**src/rtl/dac_pkg.sv**
```systemverilog
// Shared types and constants for the audio DAC sample path.
// Used by the CPU-side writer and the MMIO status decode.
package dac_pkg;

  localparam int SAMPLE_WIDTH = 12;

  typedef enum logic {
    IDLE = 1'b0,
    RUN  = 1'b1
  } state_t;

  localparam int STAT_FULL_BIT = 0;
  localparam int STAT_OVF_BIT  = 1;
  localparam int STAT_RUN_BIT  = 2;

endpackage

```
**src/rtl/sample_fifo.sv**
```systemverilog
// Small synchronous FIFO, head visible with no read latency.
// Push when full and pop when empty are ignored.
module sample_fifo #(
  parameter int DEPTH = 8,
  parameter int WIDTH = 12
) (
  input  logic                     i_clk,
  input  logic                     i_rst,
  input  logic                     i_push,
  input  logic [WIDTH-1:0]         i_data,
  input  logic                     i_pop,
  output logic [WIDTH-1:0]         o_head,
  output logic [$clog2(DEPTH):0]   o_count,
  output logic                     o_full,
  output logic                     o_empty
);

  localparam int AW = $clog2(DEPTH);

  logic [WIDTH-1:0] r_mem [DEPTH];
  logic [AW-1:0]    r_wr_ptr;
  logic [AW-1:0]    r_rd_ptr;
  logic [AW:0]      r_count;
  logic             w_push;
  logic             w_pop;

  assign o_full  = (r_count == (AW+1)'(DEPTH));
  assign o_empty = (r_count == '0);
  assign o_count = r_count;
  assign o_head  = r_mem[r_rd_ptr];
  assign w_push  = i_push && !o_full;
  assign w_pop   = i_pop && !o_empty;

  // Sample storage; contents are only meaningful under r_count.
  always_ff @(posedge i_clk) begin
    if (w_push) r_mem[r_wr_ptr] <= i_data;
  end

  // Pointers wrap naturally since DEPTH is a power of two.
  always_ff @(posedge i_clk) begin
    if (i_rst) begin
      r_wr_ptr <= '0;
      r_rd_ptr <= '0;
      r_count  <= '0;
    end else begin
      if (w_push) r_wr_ptr <= r_wr_ptr + AW'(1);
      if (w_pop)  r_rd_ptr <= r_rd_ptr + AW'(1);
      unique case ({w_push, w_pop})
        2'b10:   r_count <= r_count + (AW+1)'(1);
        2'b01:   r_count <= r_count - (AW+1)'(1);
        default: r_count <= r_count;
      endcase
    end
  end

endmodule

```
**src/rtl/dac_sample_writer.sv**
```systemverilog
// CPU-domain producer: buffers samples and paces them into the
// async FIFO at the programmed sample period.
module dac_sample_writer
  import dac_pkg::*;
#(
  parameter int DEPTH        = 8,
  parameter int WIDTH        = SAMPLE_WIDTH,
  parameter int PERIOD_WIDTH = 16,
  parameter int CNT_WIDTH    = 16
) (
  input  logic                    clk,
  input  logic                    rst,
  input  logic                    enable,
  input  logic [PERIOD_WIDTH-1:0] period,
  input  logic                    cpu_wr_en,
  input  logic [WIDTH-1:0]        cpu_wr_data,
  output logic                    cpu_full,
  output logic [$clog2(DEPTH):0]  cpu_count,
  input  logic                    status_clr,
  output logic                    overflow,
  output logic [CNT_WIDTH-1:0]    underrun_count,
  input  logic                    fifo_full,
  output logic                    w_en,
  output logic [WIDTH-1:0]        w_data
);

  state_t                  r_state;
  state_t                  w_state_n;
  logic [PERIOD_WIDTH-1:0] r_cnt;
  logic [PERIOD_WIDTH-1:0] w_cnt_n;
  logic [PERIOD_WIDTH-1:0] w_pm1;
  logic                    r_pending;
  logic                    w_pending_n;
  logic                    w_run;
  logic                    w_tick;
  logic                    w_emit;
  logic                    w_empty;
  logic [WIDTH-1:0]        w_head;
  logic                    w_ovf_set;
  logic                    w_und_set;
  logic                    r_ovf;
  logic [CNT_WIDTH-1:0]    r_und;
  logic                    r_wen;
  logic [WIDTH-1:0]        r_wdata;

  sample_fifo #(
    .DEPTH (DEPTH),
    .WIDTH (WIDTH)
  ) u_fifo (
    .i_clk   (clk),
    .i_rst   (rst),
    .i_push  (cpu_wr_en),
    .i_data  (cpu_wr_data),
    .i_pop   (w_emit),
    .o_head  (w_head),
    .o_count (cpu_count),
    .o_full  (cpu_full),
    .o_empty (w_empty)
  );

  // Period 0 behaves as 1; >= lets a shrunk period tick at once.
  assign w_pm1     = (period == '0) ? '0 : period - PERIOD_WIDTH'(1);
  assign w_run     = enable && (r_state == RUN);
  assign w_tick    = w_run && (r_cnt >= w_pm1);
  assign w_emit    = w_run && r_pending && !w_empty && !fifo_full;
  assign w_ovf_set = cpu_wr_en && cpu_full;
  assign w_und_set = w_tick && r_pending && !w_emit;

  // State, period counter and owed-sample flag.
  always_ff @(posedge clk) begin
    if (rst) begin
      r_state   <= IDLE;
      r_cnt     <= '0;
      r_pending <= 1'b0;
    end else begin
      r_state   <= w_state_n;
      r_cnt     <= w_cnt_n;
      r_pending <= w_pending_n;
    end
  end

  // Next state: at most one sample is ever owed.
  always_comb begin
    w_state_n   = r_state;
    w_cnt_n     = r_cnt;
    w_pending_n = r_pending;
    if (!enable) begin
      w_state_n   = IDLE;
      w_cnt_n     = '0;
      w_pending_n = 1'b0;
    end else begin
      unique case (r_state)
        IDLE: begin
          w_state_n   = RUN;
          w_cnt_n     = '0;
          w_pending_n = 1'b0;
        end
        RUN: begin
          w_cnt_n = w_tick ? '0 : r_cnt + PERIOD_WIDTH'(1);
          if (w_tick)      w_pending_n = 1'b1;
          else if (w_emit) w_pending_n = 1'b0;
        end
        default: w_state_n = IDLE;
      endcase
    end
  end

  // Sticky overflow and saturating underrun; events beat clear.
  always_ff @(posedge clk) begin
    if (rst) begin
      r_ovf <= 1'b0;
      r_und <= '0;
    end else begin
      if (w_ovf_set)       r_ovf <= 1'b1;
      else if (status_clr) r_ovf <= 1'b0;
      if (w_und_set) begin
        if (status_clr)       r_und <= CNT_WIDTH'(1);
        else if (r_und != '1) r_und <= r_und + CNT_WIDTH'(1);
      end else if (status_clr) begin
        r_und <= '0;
      end
    end
  end

  // One-cycle write strobe into the async FIFO; data holds.
  always_ff @(posedge clk) begin
    if (rst) begin
      r_wen   <= 1'b0;
      r_wdata <= '0;
    end else begin
      r_wen <= w_emit;
      if (w_emit) r_wdata <= w_head;
    end
  end

  assign overflow       = r_ovf;
  assign underrun_count = r_und;
  assign w_en           = r_wen;
  assign w_data         = r_wdata;

endmodule
```
**config.mk**
```make
export PLATFORM = sky130hd
export DESIGN_NAME = dac_sample_writer
export DESIGN_NICKNAME = d
export VERILOG_FILES = /design/src/rtl/dac_pkg.sv /design/src/rtl/sample_fifo.sv /design/src/rtl/dac_sample_writer.sv
export SDC_FILE = /design/constraint.sdc
export NUM_CORES = 1
export LEC_CHECK = 0
export CORE_ASPECT_RATIO = 1.5
export CORE_MARGIN = 2
export CORE_UTILIZATION = 45
export CTS_CLUSTER_SIZE = 12
export DETAILED_ROUTE_END_ITERATION = 8
export GPL_TIMING_DRIVEN = 0
export PLACE_DENSITY = 0.69
export SLEW_MARGIN = 0
export SYNTH_ARGS = -nofsm -noshare
export SYNTH_HDL_FRONTEND = slang
export SYNTH_SLANG_ARGS = --single-unit
```
**constraint.sdc**
```tcl
create_clock -name clk -period 8.89 [get_ports clk]
set_input_delay 1.778 -clock clk [delete_from_list [all_inputs] [get_ports clk]]
set_output_delay 1.778 -clock clk [all_outputs]
set_load 0.01 [all_outputs]
```
Word level (Yosys, flattened, before mapping) --
Memories as Yosys holds them, arrays and structs flattened. A register that Yosys moved wholly into a read port is not among the register bits. Cells that the tools add are included. Widths: inputs -> output; s select.
Storage, ports and cells: memories 1, input bits 34, bits in writable memories 96, output and inout bits 35, register bits 46, logic and storage cells 63
Operators by class: eq/ne operators 5, $lt $le $gt $ge 1, reductions and logical operators 22, add/subtract/negate cells 7, muxes and demuxes 16, bitwise gates (word level) 2
Memory list:
- u_fifo.r_mem | words 8, bits a word 12, rd ports 1, clocked after memory_dff 1, write ports 1, RTL line sample_fifo.sv:20 | logic [WIDTH-1:0] r_mem [DEPTH];
Operators with widths (number):
- $mux 16 | 6
- $add 16x1->16 const B | 2
- $pmux 16 s2 | 1
- $ge 16x16->1 | 1
- $logic_not 16->1 | 1
- $ne 16x16->1 const B | 1
- $sub 16x1->16 const B | 1
- $logic_and 1x1->1 | 10
- $pmux 4 s2 | 1
- $reduce_bool 2->1 | 4
- $mux 1 | 7
- $add 3x1->3 const B | 2
- $add 4x1->4 const B | 1
- $eq 4x4->1 const B | 1
- $logic_not 1->1 | 4
- $logic_not 4->1 | 1
- $sub 4x1->4 const B | 1
- $ne 3x1->1 const B | 1
- $eq 2x1->1 const B | 1
- $eq 2x2->1 const B | 1
- $not 1->1 | 2
- $pmux 1 s2 | 1
- $reduce_and 2->1 | 1
- $reduce_or 2->1 | 1

Depth between registers and ports, before layout --
depth in word-level cells 8, depth in mapped cells 16, gate-level depth less buffers 13

Cells and area by module --
From an unflattened synthesis, not the netlist that was laid out.
Unflattened totals: cells, all modules 561, area, all modules 7111.8 sq um
Modules (own cells, without submodules):
- sample_fifo | times used 1, area an instance 4357.9 sq um, seq. area each 3143.0 sq um, cells an instance 213
- dac_sample_writer | times used 1, area an instance 2753.9 sq um, seq. area each 960.9 sq um, cells an instance 348

Worst setup path before layout --
No wires, ideal clock.
kind input-to-reg, start point input port period[5], end point register r_und[7] (netlist: underrun_count[7]), slack 3.770 ns, stages 15, path buffers 2, arrival time 5.061 ns, library setup time 0.059 ns, path through nor4_1 > and3_1 > clkbuf_1 > nand2_1 > nor4_1 > xor2_1 > nand2_1 > ha_1 > nand4_2 > nor3_2 > or4b_4 > and3_4 > buf_6 > or4_1 > nand2_1
On the way: word-level cells in the longest chain between the ends 8, elaborated cells between the ends (all ways) 10, classes of those cells add/sub: 1; order compare: 1; mux: 2; reduce/logical: 6
Ends and longest elaborated chain:
- from (decl) | RTL line dac_sample_writer.sv:14 | input logic [PERIOD_WIDTH-1:0] period,
- $sub 16x1->16 / $logic_not 16->1 (equally long branches) | RTL line dac_sample_writer.sv:62 | assign w_pm1 = (period == '0) ? '0 : period - PERIOD_WIDTH'(1);
- $mux 16 * | RTL line dac_sample_writer.sv:62
- $ge 16x16->1 * | RTL line dac_sample_writer.sv:64 | assign w_tick = w_run && (r_cnt >= w_pm1);
- $logic_and 1x1->1 * | RTL line dac_sample_writer.sv:64
- $logic_and 1x1->1 * (2 in a row) | RTL line dac_sample_writer.sv:67 | assign w_und_set = w_tick && r_pending && !w_emit;
- $reduce_bool 2->1 (no line)
- $reduce_and 2->1 (no line)
- to (signal assigned) | RTL line dac_sample_writer.sv:118 | else if (r_und != '1) r_und <= r_und + CNT_WIDTH'(1);
- to (decl) | RTL line dac_sample_writer.sv:42 | logic [CNT_WIDTH-1:0] r_und;
Mark *: on every way between the ends. The rest lies on a longest branch, timed or not. A chain may end at the register's enable or synchronous reset.

Worst setup path after layout --
start point input port period[3], end point register r_cnt[9]
On the way: word-level cells in the longest chain between the ends 6, elaborated cells between the ends (all ways) 7, classes of those cells add/sub: 1; order compare: 1; mux: 3; reduce/logical: 2
Ends and longest elaborated chain:
- $sub 16x1->16 / $logic_not 16->1 (equally long branches) | RTL line dac_sample_writer.sv:62
- $mux 16 * | RTL line dac_sample_writer.sv:62
- $ge 16x16->1 * | RTL line dac_sample_writer.sv:64
- $logic_and 1x1->1 * | RTL line dac_sample_writer.sv:64
- $mux 16 * | RTL line dac_sample_writer.sv:99 | w_cnt_n = w_tick ? '0 : r_cnt + PERIOD_WIDTH'(1);
- $pmux 16 s2 * | RTL line dac_sample_writer.sv:92 | unique case (r_state)
- to (signal assigned) | RTL line dac_sample_writer.sv:77 | r_cnt <= w_cnt_n;
- to (decl) | RTL line dac_sample_writer.sv:29 | logic [PERIOD_WIDTH-1:0] r_cnt;
Marks and branches as above.

==> impl_metrics.csv <==
group,metric,value,unit
timing,tns,0,ns
drt,drt_iter0_markers,233,
synthesis,synth.largest_area_cell,"edfxtp_1",
placement,hpwl,10800,microns
synthesis,ys_seq_area_share,58.9,%
placement,place.gp.congestion,0.816,
setup_path,r2r_end,"u_fifo.o_count[3]",
drt,vias,4594,
clock_tree,cts_tree,"done",
global_route,grt_max_degree,17,
clock_tree,clk_pin_slew,0.06,ns
synthesis,avgSynthCellArea,12.7,sq um
synthesis,syn_area,6870,sq um
timing,clock_skew,0.00948,ns
synthesis,async_flop_share,0,%
setup_path,cp-end-kind,"flip-flop",
synthesis,synth_flop_cell,"edfxtp_1",
global_route,grt_pass1_vias,4837,
synthesis,yosysMostFrequentCell,"edfxtp_1",
worst_hold_path,worstHoldEndpoint,"r_pending",
setup_path,reg2reg_depth,10,
outcome,status,"finished clean",
global_route,antenna_found_initial,0,
synthesis,synth_edf_count,96,
worst_hold_path,min-delay-path-class,"reg -> reg",
job,maxCapViolCount,0,
setup_path,critPathArrivalTime,6.10,ns
setup_path,cp.required,9.18,ns
synthesis,syn-num-nets,599,
timing,slew_viol_final,0,
clock_tree,post_cts_resized,0,
timing,finalSetupViolCount,0,
setup_path,r2r_slack,5.68,ns
die,fp-row-count,55,
drt,drtAntennaViolNets,0,
global_route,grt_pass1_wl,24000,microns
clock_tree,clkLatencyLatePin,0.41,ns
synthesis,synthCells,539,
timing,finalCriticalPeriod,5.80,ns
clock_tree,cts.sinks,154,
synthesis,synth-warning-count,0,
power_and_ir_drop,cellPowerDensity,193,nW/um^2
drt,routed_wl,15100,microns
clock_tree,cts_root_buf,"clkbuf_16",
die,die_w,105,microns
finish,final_nets,691,
synthesis,synthTopCellsByCount,"edfxtp_1, nor2_1, dfxtp_1",
drt,firstDrtPassIters,4,
synthesis,synthDominantCellAreaShare,42.0,%
synthesis,yosys_register_bits,154,
timing,slew_headroom,10.8,%
timing,rsz0062_at_grt,"no",
power_and_ir_drop,p_total,1.65,mW
worst_hold_path,whs_path_depth,2,
timing,worstMarginPinSlew,1.33,ns
timing,fmax,172,MHz
clock_tree,clockBufferDepth,2,
clock_tree,h-tree-depth,4,
worst_hold_path,worst_hold_startpoint,"r_state",
setup_path,path_class,"in -> reg",
power_and_ir_drop,ir_worst_vdd,149,uV
global_route,grt.total_usage,19.2,%
clock_tree,cts_setup_buffers,0,
setup_path,r2r_start,"u_fifo.o_count[0]",
die,core_area,15000,sq um
finish,drive_gt1_share,12.4,%
global_route,overflow,0,
drt,drcViolationCount,0,
synthesis,synthTopCellsByArea,"edfxtp_1, dfxtp_1, mux4_2, ha_1, nor2_1",
die,die_y,155,microns
die,die_area,16300,sq um
finish,area_delta_synth_final,24.3,%
placement,port_buffers,67,
timing,hold_viol,0,
die,io_pins,69,
clock_tree,hold_buffers,0,
setup_path,startpoint_type,"input port",
synthesis,synth.distinct_cells,52,
power_and_ir_drop,leakagePower,2.87,nW
finish,fin_util,56.9,%
drt,via_per_inst,5.45,
timing,period_share,65.3,%
die,start_util,45.8,%
finish,antenna_cells,0,
setup_path,cp_max_fo,10,
clock_tree,numCtsBuffers,17,
drt,wire_per_inst,17.9,microns
## power breakdown
group          leakage (nW)  internal, mW  switching (mW)
Clock                 0.309         0.504           0.290
Sequential             1.34         0.772         0.00665
Combinational          1.22        0.0354          0.0403
Total                  2.87          1.31           0.337
## flip-flops by register name (all words and copies together), names as in the netlist
signal	flops
u_fifo.r_mem	96
u_fifo.o_count	4
u_fifo.r_rd_ptr	3
w_en	1
r_pending	1
overflow	1
u_fifo.r_wr_ptr	3
r_state	1
w_data	12
underrun_count	16
r_cnt	16
## cells in the final DEF, fill, tap and decap left out, types with 6 or more instances in the layout
cell	count
a211oi_1	14
a21oi_1	21
and3_1	11
clkbuf_1	17
clkbuf_16	17
clkdlybuf4s50_1	67
dfxtp_1	58
edfxtp_1	96
ha_1	25
inv_1	8
mux2i_1	15
mux4_2	24
nand2_1	39
nand3_1	19
nor2_1	61
nor2b_1	6
nor3_1	7
nor3_2	6
o21ai_1	7
or3_1	7
xnor2_1	14
xor2_1	18
## kinds of logic after synthesis
group	Yosys count	synth area share (%)
buf+inv	33	2.00
fa+ha+maj	26	4.85
flops	154	58.9
simple gates	185	13.5
mux	39	10.1
xor+xnor	32	4.08
compound gates	70	6.61
## stage by stage
stage | hold WS, ns | instance area, sq um | worst slack (ns) | std cells
after floorplan | 0.425 | 6870 | 3.77 | 539
final | 0.452 | 8530 | 3.09 | 843
after CTS | 0.450 | 8530 | 3.06 | 843
after global placement | 0.435 | 7790 | 2.82 | 805
after global routing | 0.485 | 8530 | 2.80 | 843
after detailed placement | 0.440 | 7870 | 2.65 | 811
## how the worst max path moves through the flow
| stage | start | end | slack (ns) |
|---|---|---|---|
| CTS | period[3] | r_cnt[9] | 3.06 |
| detailed placement | period[3] | r_cnt[9] | 2.65 |
| global route | period[3] | underrun_count[6] | 2.80 |
| floorplan | period[5] | underrun_count[7] | 3.77 |
| global placement | period[3] | r_cnt[13] | 2.82 |
| finish | period[3] | r_cnt[9] | 3.09 |
## layer usage
layer,global-route usage [%],wire length (microns),up-vias
met3,4.06,506,23
met5,0,0,-
met1,20.2,5930,2234
li1,-,-,2220
met4,6.86,261,0
met2,37.2,8380,117
## worst max-delay path: stages
cell	delay, ns
clkdlybuf4s50_1	0.46
nor4_1	0.58
and3_1	0.25
clkbuf_1	0.20
nand2_1	0.09
nor4_1	0.27
xor2_1	0.20
nand2_1	0.08
ha_1	0.33
nand4_2	0.16
nor3_2	0.24
or4b_4	0.51
and3_4	0.21
buf_6	0.14
nand3_1	0.25
buf_2	0.28
nor2_1	0.08
## layout make-up
cell class | instances | area, sq um
Sequential cell | 154 | 4040
Clock inverter | 15 | 235
Tap cell | 199 | 249
Buffer | 25 | 108
Inverter | 8 | 30.0
Fill cell | 1282 | 6470
Clock buffer | 17 | 425
Timing Repair Buffer | 73 | 731
Multi-Input combinational cell | 352 | 2710
(Power assumes the default switching activity.)
==> variant, RTL diff (same settings) <==
`DEPTH` is set to 8 in 2 places; all go to 16.
--- a/src/rtl/sample_fifo.sv
+++ b/src/rtl/sample_fifo.sv
@@ -1,7 +1,7 @@
 // Small synchronous FIFO, head visible with no read latency.
 // Push when full and pop when empty are ignored.
 module sample_fifo #(
-  parameter int DEPTH = 8,
+  parameter int DEPTH = 16,
   parameter int WIDTH = 12
 ) (
   input  logic                     i_clk,
--- a/src/rtl/dac_sample_writer.sv
+++ b/src/rtl/dac_sample_writer.sv
@@ -3,7 +3,7 @@
 module dac_sample_writer
   import dac_pkg::*;
 #(
-  parameter int DEPTH        = 8,
+  parameter int DEPTH        = 16,
   parameter int WIDTH        = SAMPLE_WIDTH,
   parameter int PERIOD_WIDTH = 16,
   parameter int CNT_WIDTH    = 16
Ports: changed (resized cpu_count); port bits go from 69 to 70. No check against the original RTL was run, so the function may have changed too.
==> variant against the original RTL <==
  * Setup slack gained 0.31 ns
  * Largest cell class unchanged
  * Critical path depth grew 1
  * Total power grew 41%
  * Routed wire length grew 59%
  * Global-route usage shrank 0.061 points
  * Area after synthesis grew 57%
  * Clock skew grew 0.019 ns
  * Design area grew 49%
  * Sequential cell count grew 99
  * Largest power group is now registers
==> variant: results (changes against the original RTL) <==
| Metric | Value |
|---|---|
| Layout fillers | `1,981 (+55%)` |
| LEAKAGE | `4.08 nW (+42%)` |
| Post-Synth XOR/XNOR Area | `2.93% (-1.2 points)` |
| Routed wl met3 | `1.14 mm (+120%)` |
| R2r setup slk | `5.23 ns (-0.45 ns)` |
| Register-to-Register Path Depth | `14 (+4)` |
| Final HPWL DP | `16.2 mm (+50%)` |
| M2 GR Usage | `34.7% (-2.4 points)` |
| Pint | `1.85 mW (+41%)` |
| Clock insertion delay at the later pin of the skew report | `0.53 ns (+0.12 ns)` |
| Hold path endpoint | `w_data[1]` |
| Clock Skew | `0.0281 ns (+0.0186 ns)` |
| DRT Pass-1 Iters | `7 (+3)` |
| Layout cells sized above 1 | `14.6% (+2.2 points)` |
| Cell count after synthesis | `725 (+35%)` |
| Syn_nets | `789 (+32%)` |
| Maximum buffer depth of the clock tree | `3 (+1)` |
| Met1 wire length | `9.24 mm (+56%)` |
| First DRT Iteration DRCs | `488 (+110%)` |
| Hold WS | `0.461 ns (+0.00899 ns)` |
| Total CTS buffers | `25 (+8)` |
| Share of the synthesized area in compound gates (AO/OA/AOI/OAI) | `4.12% (-2.5 points)` |
| Status | `completed` |
| GRT met3 Usage | `2.46% (-1.6 points)` |
| Synth Area in Adders | `3.55% (-1.3 points)` |
| Largest net degree at the start of global routing | `17 (unchanged)` |
| GR met1 Demand/Resource | `23.4% (+3.2 points)` |
| Avg WL per Cell | `20.5 um (+15%)` |
| Worst hold start | `w_data[1]` |
| WP data arrival | `5.93 ns (-0.17 ns)` |
| Crit-path max cell delay | `0.54 ns (-0.04 ns)` |
| Post-synth EDFFs | `192 (+100%)` |
| Critical path capture point | `r_cnt[10]` |
| Register area share after synthesis | `64.8% (+6.0 points)` |
| Vias in the first global route | `6,525 (+35%)` |
| Reg with most FFs | `u_fifo.r_mem` |
| Clock group | `0.944 mW (+19%)` |
| CP top delay family | `simple AND/OR/NAND/NOR gates` |
| Htree depth | `1 (-3)` |
| Gate power share | `3.8% (-0.8 points)` |
| Gp weighted congestion | `0.820 (+0.58%)` |
| Slew HR | `10.6% (-0.19 points)` |
| Max reg flops | `192 (+100%)` |
| Synth unique cells | `47 (-9.6%)` |
| First-pass GRT wire length | `36.7 mm (+53%)` |
| Port Buffers | `69 (+3.0%)` |
| Placed cells | `1,119 (+38%)` |
| Total track usage | `19.1% (-0.061 points)` |
| Met2 WL post-DR | `12.8 mm (+53%)` |
| Fin nets | `892 (+29%)` |
| Maximum VDD drop | `0.126 mV (-15%)` |
| CP Launch Point | `period[0]` |
| Slowest CP cell | `a2111oi_1` |
| DR vias | `6,411 (+40%)` |
| Top cells by area, synth | `edfxtp_1 (54%), mux4_2 (13%), dfxtp_1 (11%)` |
-- variant: area by class of cell --
cell class	instances	area (um^2)	area share, %
plain buffers	32	135	1.06
clock buffers	42	689	5.43
clock inverters	4	21.3	0.168
inverters	14	52.6	0.414
multi-input cells	426	3640	28.7
flip-flops and latches	253	6990	55.0
well taps	319	399	3.14
repair buffers	76	767	6.04
-- variant: stage by stage --
| step | setup WS (ns) | total power, mW | instance area, um^2 |
|---|---|---|---|
| 6_report | 3.40 | 2.32 | 12700 |
| 5_1_grt | 2.82 | 2.39 | 12700 |
| 4_1_cts | 3.31 | 2.34 | 12700 |
| 3_5_place_dp | 2.81 | 1.40 | 12000 |
| 3_3_place_gp | 2.47 | 1.40 | 11900 |
| 2_1_floorplan | 3.99 | 1.35 | 10800 |
-- variant: worst min-delay path: stages, from the launching register on --
cell and delay, ns:
dfxtp_1 0.31, nand2_1 0.05, a21oi_1 0.06
